`config.mk`:
```
export PLATFORM = sky130hd
export DESIGN_NAME = hazard_scoreboard
export DESIGN_NICKNAME = d
export VERILOG_FILES = /design/src/rtl/hazard_scoreboard.sv
export SDC_FILE = /design/constraint.sdc
export NUM_CORES = 1
export LEC_CHECK = 0
export CAP_MARGIN = 25
export CORE_MARGIN = 5
export CORE_UTILIZATION = 40
export DETAILED_ROUTE_END_ITERATION = 16
export GPL_TIMING_DRIVEN = 0
export PLACE_DENSITY = 0.73
export SYNTH_ARGS = -nofsm -noshare
export SYNTH_HDL_FRONTEND = slang
export SYNTH_SLANG_ARGS = --single-unit
```
`constraint.sdc`:
```
create_clock -name clk -period 2.25 [get_ports clk]
set_clock_uncertainty 0.1 [all_clocks]
set_input_delay 0.45 -clock clk [delete_from_list [all_inputs] [get_ports clk]]
set_output_delay 0.45 -clock clk [all_outputs]
set_load 0.005 [all_outputs]
```
`src/rtl/hazard_scoreboard.sv`:
```
// Hazard-detection and forwarding scoreboard beside decode: tracks destination registers in
// flight for DEPTH post-decode stages and derives per-operand forwarding and load-use stalls.
module hazard_scoreboard #(
    parameter int unsigned DEPTH        = 2,
    parameter int unsigned LOAD_LATENCY = 1,
    parameter int unsigned ADDR_WIDTH   = 5,
    parameter int unsigned CNT_WIDTH    = 16,
    parameter int unsigned SEL_WIDTH    = $clog2(DEPTH + 1)
) (
    input  logic                  clk,
    input  logic                  rst,
    input  logic                  id_valid,
    input  logic [ADDR_WIDTH-1:0] id_rs1,
    input  logic [ADDR_WIDTH-1:0] id_rs2,
    input  logic                  id_rs1_used,
    input  logic                  id_rs2_used,
    input  logic [ADDR_WIDTH-1:0] id_rd,
    input  logic                  id_reg_write,
    input  logic                  id_is_load,
    input  logic                  flush,
    input  logic                  freeze,
    output logic                  stall,
    output logic [SEL_WIDTH-1:0]  rs1_fwd_sel,
    output logic [SEL_WIDTH-1:0]  rs2_fwd_sel,
    output logic [CNT_WIDTH-1:0]  stall_count
);

    logic [DEPTH:1]        valid_q, valid_d;
    logic [DEPTH:1]        load_q, load_d;
    logic [ADDR_WIDTH-1:0] rd_q [1:DEPTH];
    logic [ADDR_WIDTH-1:0] rd_d [1:DEPTH];
    logic [CNT_WIDTH-1:0]  cnt_q, cnt_d;

    logic [SEL_WIDTH-1:0]  rs1_sel, rs2_sel;
    logic                  rs1_wait, rs2_wait;
    logic                  push;

    // Scan oldest to youngest so the youngest match overwrites any older one.
    always_comb begin
        rs1_sel  = '0;
        rs2_sel  = '0;
        rs1_wait = 1'b0;
        rs2_wait = 1'b0;
        for (int unsigned k = DEPTH; k >= 1; k--) begin
            if (id_valid && id_rs1_used && (id_rs1 != '0) && valid_q[k] && (rd_q[k] == id_rs1)) begin
                rs1_sel  = SEL_WIDTH'(k);
                rs1_wait = load_q[k] && (k <= LOAD_LATENCY);
            end
            if (id_valid && id_rs2_used && (id_rs2 != '0) && valid_q[k] && (rd_q[k] == id_rs2)) begin
                rs2_sel  = SEL_WIDTH'(k);
                rs2_wait = load_q[k] && (k <= LOAD_LATENCY);
            end
        end
    end

    assign stall       = (rs1_wait || rs2_wait) && !flush;
    assign push        = id_valid && id_reg_write && (id_rd != '0) && !stall && !flush;
    assign rs1_fwd_sel = rs1_sel;
    assign rs2_fwd_sel = rs2_sel;
    assign stall_count = cnt_q;

    always_comb begin
        valid_d = valid_q;
        load_d  = load_q;
        rd_d    = rd_q;
        cnt_d   = cnt_q;
        if (!freeze) begin
            for (int unsigned k = 2; k <= DEPTH; k++) begin
                valid_d[k] = valid_q[k-1];
                load_d[k]  = load_q[k-1];
                rd_d[k]    = rd_q[k-1];
            end
            valid_d[1] = push;
            load_d[1]  = push && id_is_load;
            rd_d[1]    = push ? id_rd : '0;
            if (stall && (cnt_q != '1)) begin
                cnt_d = cnt_q + CNT_WIDTH'(1);
            end
        end
    end

    always_ff @(posedge clk) begin
        if (rst) begin
            valid_q <= '0;
            load_q  <= '0;
            rd_q    <= '{default: '0};
            cnt_q   <= '0;
        end else begin
            valid_q <= valid_d;
            load_q  <= load_d;
            rd_q    <= rd_d;
            cnt_q   <= cnt_d;
        end
    end

endmodule

```
Word-level counts from Yosys, hierarchy flattened --
Index checks and enable logic that the tools add are counted.
Operators by class: mux-type cells 7, reductions and logical operators 26, add/sub/neg operators 1, shifts and indexed selects 0, bitwise operators 1, equal/unequal tests 5, $lt $le $gt $ge 0, div/mod/pow operators 0, multipliers 0
Operators by type and width (count):
- 5-bit equality test | 4
- 1-bit logical AND | 19
- 16-bit by 1-bit adder with 16-bit output (second input constant) | 1
- 16-bit != test (second input constant) | 1
- 5-bit nonzero test | 3
- 2-bit two-way mux | 4
- 5-bit two-way mux | 1
- 1-bit zero test | 2
- 1-bit two-way mux | 2
- 2-bit AND reduction | 1
- 1-bit logical OR | 1
- 1-bit inverter | 1
Word-level totals: bits in writable memories 0, output and inout port bits 21, logic and storage cells 45, ROM bits 0, register bits 29, memories 0, input bits 24, bits in latches 0

Logic depth before layout (Yosys ltp) --
Gate-level depths: netlist (run 1).
word-level depth 11, mapped depth 8, gate-level depth less buffers 7

Worst setup path before layout (run 1) --
Ideal clock, no wire load.
path type input to register, start point in id_rs1[0], end point reg cnt_q[8], in the netlist stall_count[8], stages on the path 7, buffers on the path 1, data arrival time 1.919 ns, data required time 2.029 ns, setup slack 0.110 ns, setup time 0.121 ns, path through or4_1 > o21ai_2 > nor3_4 > o211ai_2 > buf_6 > nor3_2 > mux2_4
On the way: word-level cells in the longest chain between the ends 9, elaborated cells on any way between the ends 10, classes of those cells 1 x eq/ne; 1 x mux; 8 x reduce/logical
RTL lines:
- start: declaration | RTL line 13 | input logic [ADDR_WIDTH-1:0] id_rs1,
- 5-bit nonzero test | RTL line 45 | if (id_valid && id_rs1_used && (id_rs1 != '0) && valid_q[k] && (rd_q[k] == id_rs1)) begin
- 1-bit logical AND (2 in series) | RTL line 45
- 1-bit logical AND * | RTL line 45
- 1-bit two-way mux * | RTL line 45
- 1-bit logical OR * | RTL line 56 | assign stall = (rs1_wait || rs2_wait) && !flush;
- 1-bit logical AND * | RTL line 56
- 1-bit logical AND * | RTL line 76 | if (stall && (cnt_q != '1)) begin
- 2-bit AND reduction (no line) *
- end signal: assignment | RTL line 92 | cnt_q <= cnt_d;
- end: declaration | RTL line 32 | logic [CNT_WIDTH-1:0] cnt_q, cnt_d;
Every way passes the cells marked *; elsewhere a longest branch is shown, timed or not. A chain may end at the register's enable or synchronous reset.

Worst setup path in the final report (run 1) --
start point in id_rs2[1], end point out stall
On the way: word-level cells in the longest chain between the ends 7, elaborated cells on any way between the ends 8, classes of those cells 1 x eq/ne; 1 x mux; 6 x reduce/logical
RTL lines:
- start: declaration | RTL line 14 | input logic [ADDR_WIDTH-1:0] id_rs2,
- 5-bit nonzero test | RTL line 49 | if (id_valid && id_rs2_used && (id_rs2 != '0) && valid_q[k] && (rd_q[k] == id_rs2)) begin
- 1-bit logical AND (2 in series) | RTL line 49
- 1-bit logical AND * | RTL line 49
- 1-bit two-way mux * | RTL line 49
- 1-bit logical OR * | RTL line 56
- 1-bit logical AND * | RTL line 56
- end: declaration | RTL line 22 | output logic stall,
Marks and branches as above.

==> impl_metrics.env, run 1 <==
export IMPL_track_usage_pct=16.71
export IMPL_layout_worst_path_cycle_share_pct=100.7
export IMPL_n_diodes=0
export IMPL_placed_cells=264
export IMPL_route_vias_total=1565
export IMPL_combinational_family_with_the_most_area_after_synthesis="simple AND/OR/NAND/NOR gates"
export IMPL_synthesized_area_fraction_occupied_by_and_or_nand_nor_cells_pct=24.19
export IMPL_critPathTopFamily="simple AND/OR/NAND/NOR gates"
export IMPL_syn_area_per_cell_um2=9.096
export IMPL_start_kind="input port"
export IMPL_detail_route_iter0_violations=81
export IMPL_cellLeakagePower_nw=0.8969
export IMPL_synth_top_cell_area_share_pct=36.68
export IMPL_synth_compound_area_share_pct=16.44
export IMPL_row_count=22
export IMPL_grt_max_degree=11
export IMPL_cts_root_to_sink_buffers=2
export IMPL_viasPerCell=5.415
export IMPL_coreArea_um2=3744
export IMPL_ctsHtreeMaxLevel=2
export IMPL_gr_total_overflow=0
export IMPL_synthCells=174
export IMPL_setup_ws_ns=-0.01470
export IMPL_crit_path_top_delay_cell="sky130_fd_sc_hd__or4_4"
export IMPL_antenna_violations_before_repair=0
export IMPL_finalInstanceArea_um2=2442
export IMPL_ys_seq_area_share_pct=36.68
export IMPL_starting_density_of_the_core_pct=42.28
export IMPL_share_clk_of_total_power_pct=42.8
export IMPL_clock_tree_from_tritoncts="yes"
export IMPL_failing_checks="setup timing"
export IMPL_fp_dieArea_um2=5315
export IMPL_nFillCells=333
export IMPL_cts_buffers=5
export IMPL_min_period_ns=2.265
export IMPL_synth_seq_cells=29
export IMPL_crit_chain="buf_8, or4_4, o21ai_4, nor3_4, buf_6, nor2_4, nor2_2, buf_2"
export IMPL_final_max_slew_viol_count=0
export IMPL_vias_in_the_first_global_route=1446
export IMPL_layoutNonFillerInstCount=289
export IMPL_drtAntennaViolNets=0
export IMPL_hold_worst_slack_ns=0.3794
export IMPL_hold_buffers=0
export IMPL_worstPathBufferInverterCount=3
export IMPL_route_final_wire_length_um=4367
export IMPL_hpwl_um=2987
export IMPL_clkSinkCount=29
export IMPL_chipWidth_um=72.91
export IMPL_first_pass_grt_wire_length_um=6906
export IMPL_setup_viol=3
export IMPL_power_net_switching_mw=0.2486
export IMPL_cts_reportedPaths_clkPinSlew_ns=0.06
export IMPL_timing_worst_setup_path_type="in -> out"
export IMPL_yosys_mux_area_fraction_pct=6.087
export IMPL_post_synth_fa_ha_maj_area_fraction_pct=0.7905
export IMPL_p_int_mw=0.8497
export IMPL_status="finished with violations"
export IMPL_area_delta_synth_final_pct=54.31
export IMPL_synthesis_yosys_warnings=0
export IMPL_place_port_buffers=42
export IMPL_hold_viol=0
export IMPL_remaining_drc_errors=0
export IMPL_min_delay_path_class="reg -> reg"
export IMPL_worst_slew_margin_rel_pct=62.92
export IMPL_detailed_place_area_um2=2063
export IMPL_dieHeight_um=72.91
export IMPL_power_per_cell_area_nw_per_um2=449.7
export IMPL_drt_pass_1_iters=4
export IMPL_timing_critical_path_slowest_cell_delay_ns=0.53
export IMPL_wire_length_per_cell_um=15.11
export IMPL_synth_largest_area_cell="sky130_fd_sc_hd__dfxtp_1"
export IMPL_clkLatencyLatePin_ns=0.27
export IMPL_cp_arrival_ns=1.71
export IMPL_synthXorXnorAreaFrac_pct=12.73
export IMPL_setup_repair_after_global_routing_missed_its_margin="yes"
export IMPL_max_cap_violations=0
export IMPL_drive_above_1_share_pct=31.54
export IMPL_design_final_nets=265
export IMPL_vdd_drop_max_v=0.0003031
export IMPL_switching_share_pct=22.63
export IMPL_ios=45
export IMPL_yosys_top_cells_area="sky130_fd_sc_hd__dfxtp_1 37%, sky130_fd_sc_hd__xnor2_1 7.2%, sky130_fd_sc_hd__xor2_1 5.5%, sky130_fd_sc_hd__mux2i_1 4.4%, sky130_fd_sc_hd__nor2_1 4.3%"
export IMPL_p_seq_share_pct=47.0
export IMPL_synth_cell_area_um2=1583
export IMPL_critical_path_fanouts_max=2
export IMPL_fmax_mhz=441.6
export IMPL_routabilityCongestion=0.8150
export IMPL_syn_num_nets=199
export IMPL_critPathRequiredTime_ns=1.70
export IMPL_timing_worst_slew_pin_value_ns=0.5563
export IMPL_synth_lib_cells_used_distinct=38
export IMPL_cts_root_buf="sky130_fd_sc_hd__clkbuf_8"
export IMPL_share_comb_of_total_power_pct=10.2
export IMPL_critical_path_endpoint_type="output port"
## per-stage QoR
stage / util [%] / power (mW) / setup TNS, ns / setup WS, ns
after floorplan: - / 0.5734 / 0 / 0.1096
after global placement: 55.11 / 0.6289 / -12.39 / -0.8052
after detailed placement: 55.11 / 0.6302 / -12.55 / -0.8461
after CTS: 60.59 / 1.098 / -0.1175 / -0.04963
after global routing: 65.24 / 1.146 / -0.5473 / -0.08402
final: 65.24 / 1.098 / -0.03451 / -0.01470
## synthesized netlist by cell type
master,instances
sky130_fd_sc_hd__a21oi_1,10
sky130_fd_sc_hd__a22o_1,6
sky130_fd_sc_hd__a32o_1,1
sky130_fd_sc_hd__and4_1,1
sky130_fd_sc_hd__buf_6,1
sky130_fd_sc_hd__clkbuf_1,5
sky130_fd_sc_hd__dfxtp_1,29
sky130_fd_sc_hd__ha_1,1
sky130_fd_sc_hd__inv_1,5
sky130_fd_sc_hd__mux2_2,1
sky130_fd_sc_hd__mux2_4,1
sky130_fd_sc_hd__mux2i_1,7
sky130_fd_sc_hd__nand2_1,6
sky130_fd_sc_hd__nand2b_1,1
sky130_fd_sc_hd__nand3_1,8
sky130_fd_sc_hd__nand4_1,7
sky130_fd_sc_hd__nor2_1,18
sky130_fd_sc_hd__nor2_2,1
sky130_fd_sc_hd__nor2b_1,2
sky130_fd_sc_hd__nor3_1,3
sky130_fd_sc_hd__nor3_2,1
sky130_fd_sc_hd__nor3_4,2
sky130_fd_sc_hd__nor4_1,4
sky130_fd_sc_hd__o2111ai_1,1
sky130_fd_sc_hd__o2111ai_4,1
sky130_fd_sc_hd__o211ai_1,1
sky130_fd_sc_hd__o211ai_2,1
sky130_fd_sc_hd__o21a_1,1
sky130_fd_sc_hd__o21ai_0,6
sky130_fd_sc_hd__o21ai_2,1
sky130_fd_sc_hd__o21ai_4,1
sky130_fd_sc_hd__o31ai_1,4
sky130_fd_sc_hd__or2_2,1
sky130_fd_sc_hd__or3_1,6
sky130_fd_sc_hd__or4_1,5
sky130_fd_sc_hd__or4_4,1
sky130_fd_sc_hd__xnor2_1,13
sky130_fd_sc_hd__xor2_1,10
## power groups by stage
| stage | Combinational [mW] | Clock, mW | Sequential, mW |
|---|---|---|---|
| after floorplan | 0.0433 | 0 | 0.530 |
| after global placement | 0.0974 | 0 | 0.531 |
| after detailed placement | 0.0987 | 0 | 0.531 |
| after CTS | 0.0998 | 0.478 | 0.520 |
| after global routing | 0.120 | 0.510 | 0.516 |
| final | 0.112 | 0.470 | 0.516 |
## sequential cells by signal (all words and copies together) (netlist names)
signal and cells:
stall_count 16, valid_q 2, load_q 1, rd_q 10
## final cells by class
| type | instances | area [um^2] | area share [%] |
|---|---|---|---|
| buffer | 6 | 30.03 | 1.230 |
| tap | 48 | 60.06 | 2.459 |
| sequential | 29 | 598.1 | 24.49 |
| timing repair buffer | 59 | 546.8 | 22.39 |
| multi-input combinational | 134 | 1087 | 44.52 |
| clock inverter | 1 | 5.005 | 0.2049 |
| clock buffer | 7 | 96.34 | 3.945 |
| inverter | 5 | 18.77 | 0.7684 |
## per-layer routing
| metal | track usage, % | wire length (um) |
|---|---|---|
| met4 | 5.533 | 40 |
| met5 | 0 | 0 |
| met1 | 22.99 | 1969 |
| met3 | 3.857 | 218 |
| met2 | 25.65 | 2139 |
## cells by family after synthesis
group | after synthesis
muxes | 9
DFF | 29
and+or+nand+nor | 67
adders and majority gates | 1
AOI/OAI and AO/OA | 34
xor gates and xnor gates | 23
buffers and inverters | 11
## path summary, 6_finish.rpt
kind,startpoint,to,slack (ns),cells after the start
min reg2reg,load_q[1]$_SDFFE_PP0N_,load_q[1]$_SDFFE_PP0N_,0.38,1
max reg2reg,rd_q[8]$_SDFFE_PP0N_,stall_count[3]$_SDFFE_PP0P_,0.04,10
min,load_q[1]$_SDFFE_PP0N_,load_q[1]$_SDFFE_PP0N_,0.38,1
max,id_rs2[1],stall,-0.01,8
## placed cells by master (no fill, tap or decap), drive strengths merged, types with 2 or more instances in the layout
cell type	n
nand4	7
clkbuf	13
clkdlybuf4s50	24
or3	6
a22o	6
nor4	4
dfxtp	29
a21oi	10
o31ai	4
mux2i	7
or4	6
inv	5
o211ai	2
buf	31
nor3	6
mux2	2
nand3	8
nor2b	2
nand2	6
xnor2	13
o21ai	8
o2111ai	2
xor2	10
nor2	19
dlygate4sd2	4
## what timing repair did
| action | 4_1_cts | 5_1_grt |
|---|---|---|
| buffers inserted | 11 | 6 |
| gates resized for setup | 81 | 34 |
| endpoints found under the hold margin | 0 | 0 |
| pin swaps | 11 | 20 |
| endpoints found under the setup margin | 28 | 14 |
(Power assumes the default switching activity.)
==> run 2: changes to the inputs <==
--- a/config.mk
+++ b/config.mk
@@ -8,7 +8,10 @@
 export CAP_MARGIN = 25
 export CORE_MARGIN = 5
 export CORE_UTILIZATION = 40
+export CTS_CLUSTER_DIAMETER = 120
+export CTS_CLUSTER_SIZE = 16
 export DETAILED_ROUTE_END_ITERATION = 16
+export GPL_ROUTABILITY_DRIVEN = 0
 export GPL_TIMING_DRIVEN = 0
 export PLACE_DENSITY = 0.73
 export SYNTH_ARGS = -nofsm -noshare
==> results of run 2 <==
The final DEF is identical to that of run 1; final timing and power are the same.
==> run 3: changes to the inputs <==
--- a/config.mk
+++ b/config.mk
@@ -8,11 +8,13 @@
 export CAP_MARGIN = 25
 export CORE_MARGIN = 5
 export CORE_UTILIZATION = 40
+export CTS_BUF_LIST = sky130_fd_sc_hd__clkbuf_8 sky130_fd_sc_hd__clkbuf_16
 export CTS_CLUSTER_DIAMETER = 120
 export CTS_CLUSTER_SIZE = 16
 export DETAILED_ROUTE_END_ITERATION = 16
 export GPL_ROUTABILITY_DRIVEN = 0
 export GPL_TIMING_DRIVEN = 0
+export HOLD_SLACK_MARGIN = 0.1
 export PLACE_DENSITY = 0.73
 export SYNTH_ARGS = -nofsm -noshare
 export SYNTH_HDL_FRONTEND = slang
==> results of run 3 <==
The final DEF is identical to that of run 1; final timing and power are the same.
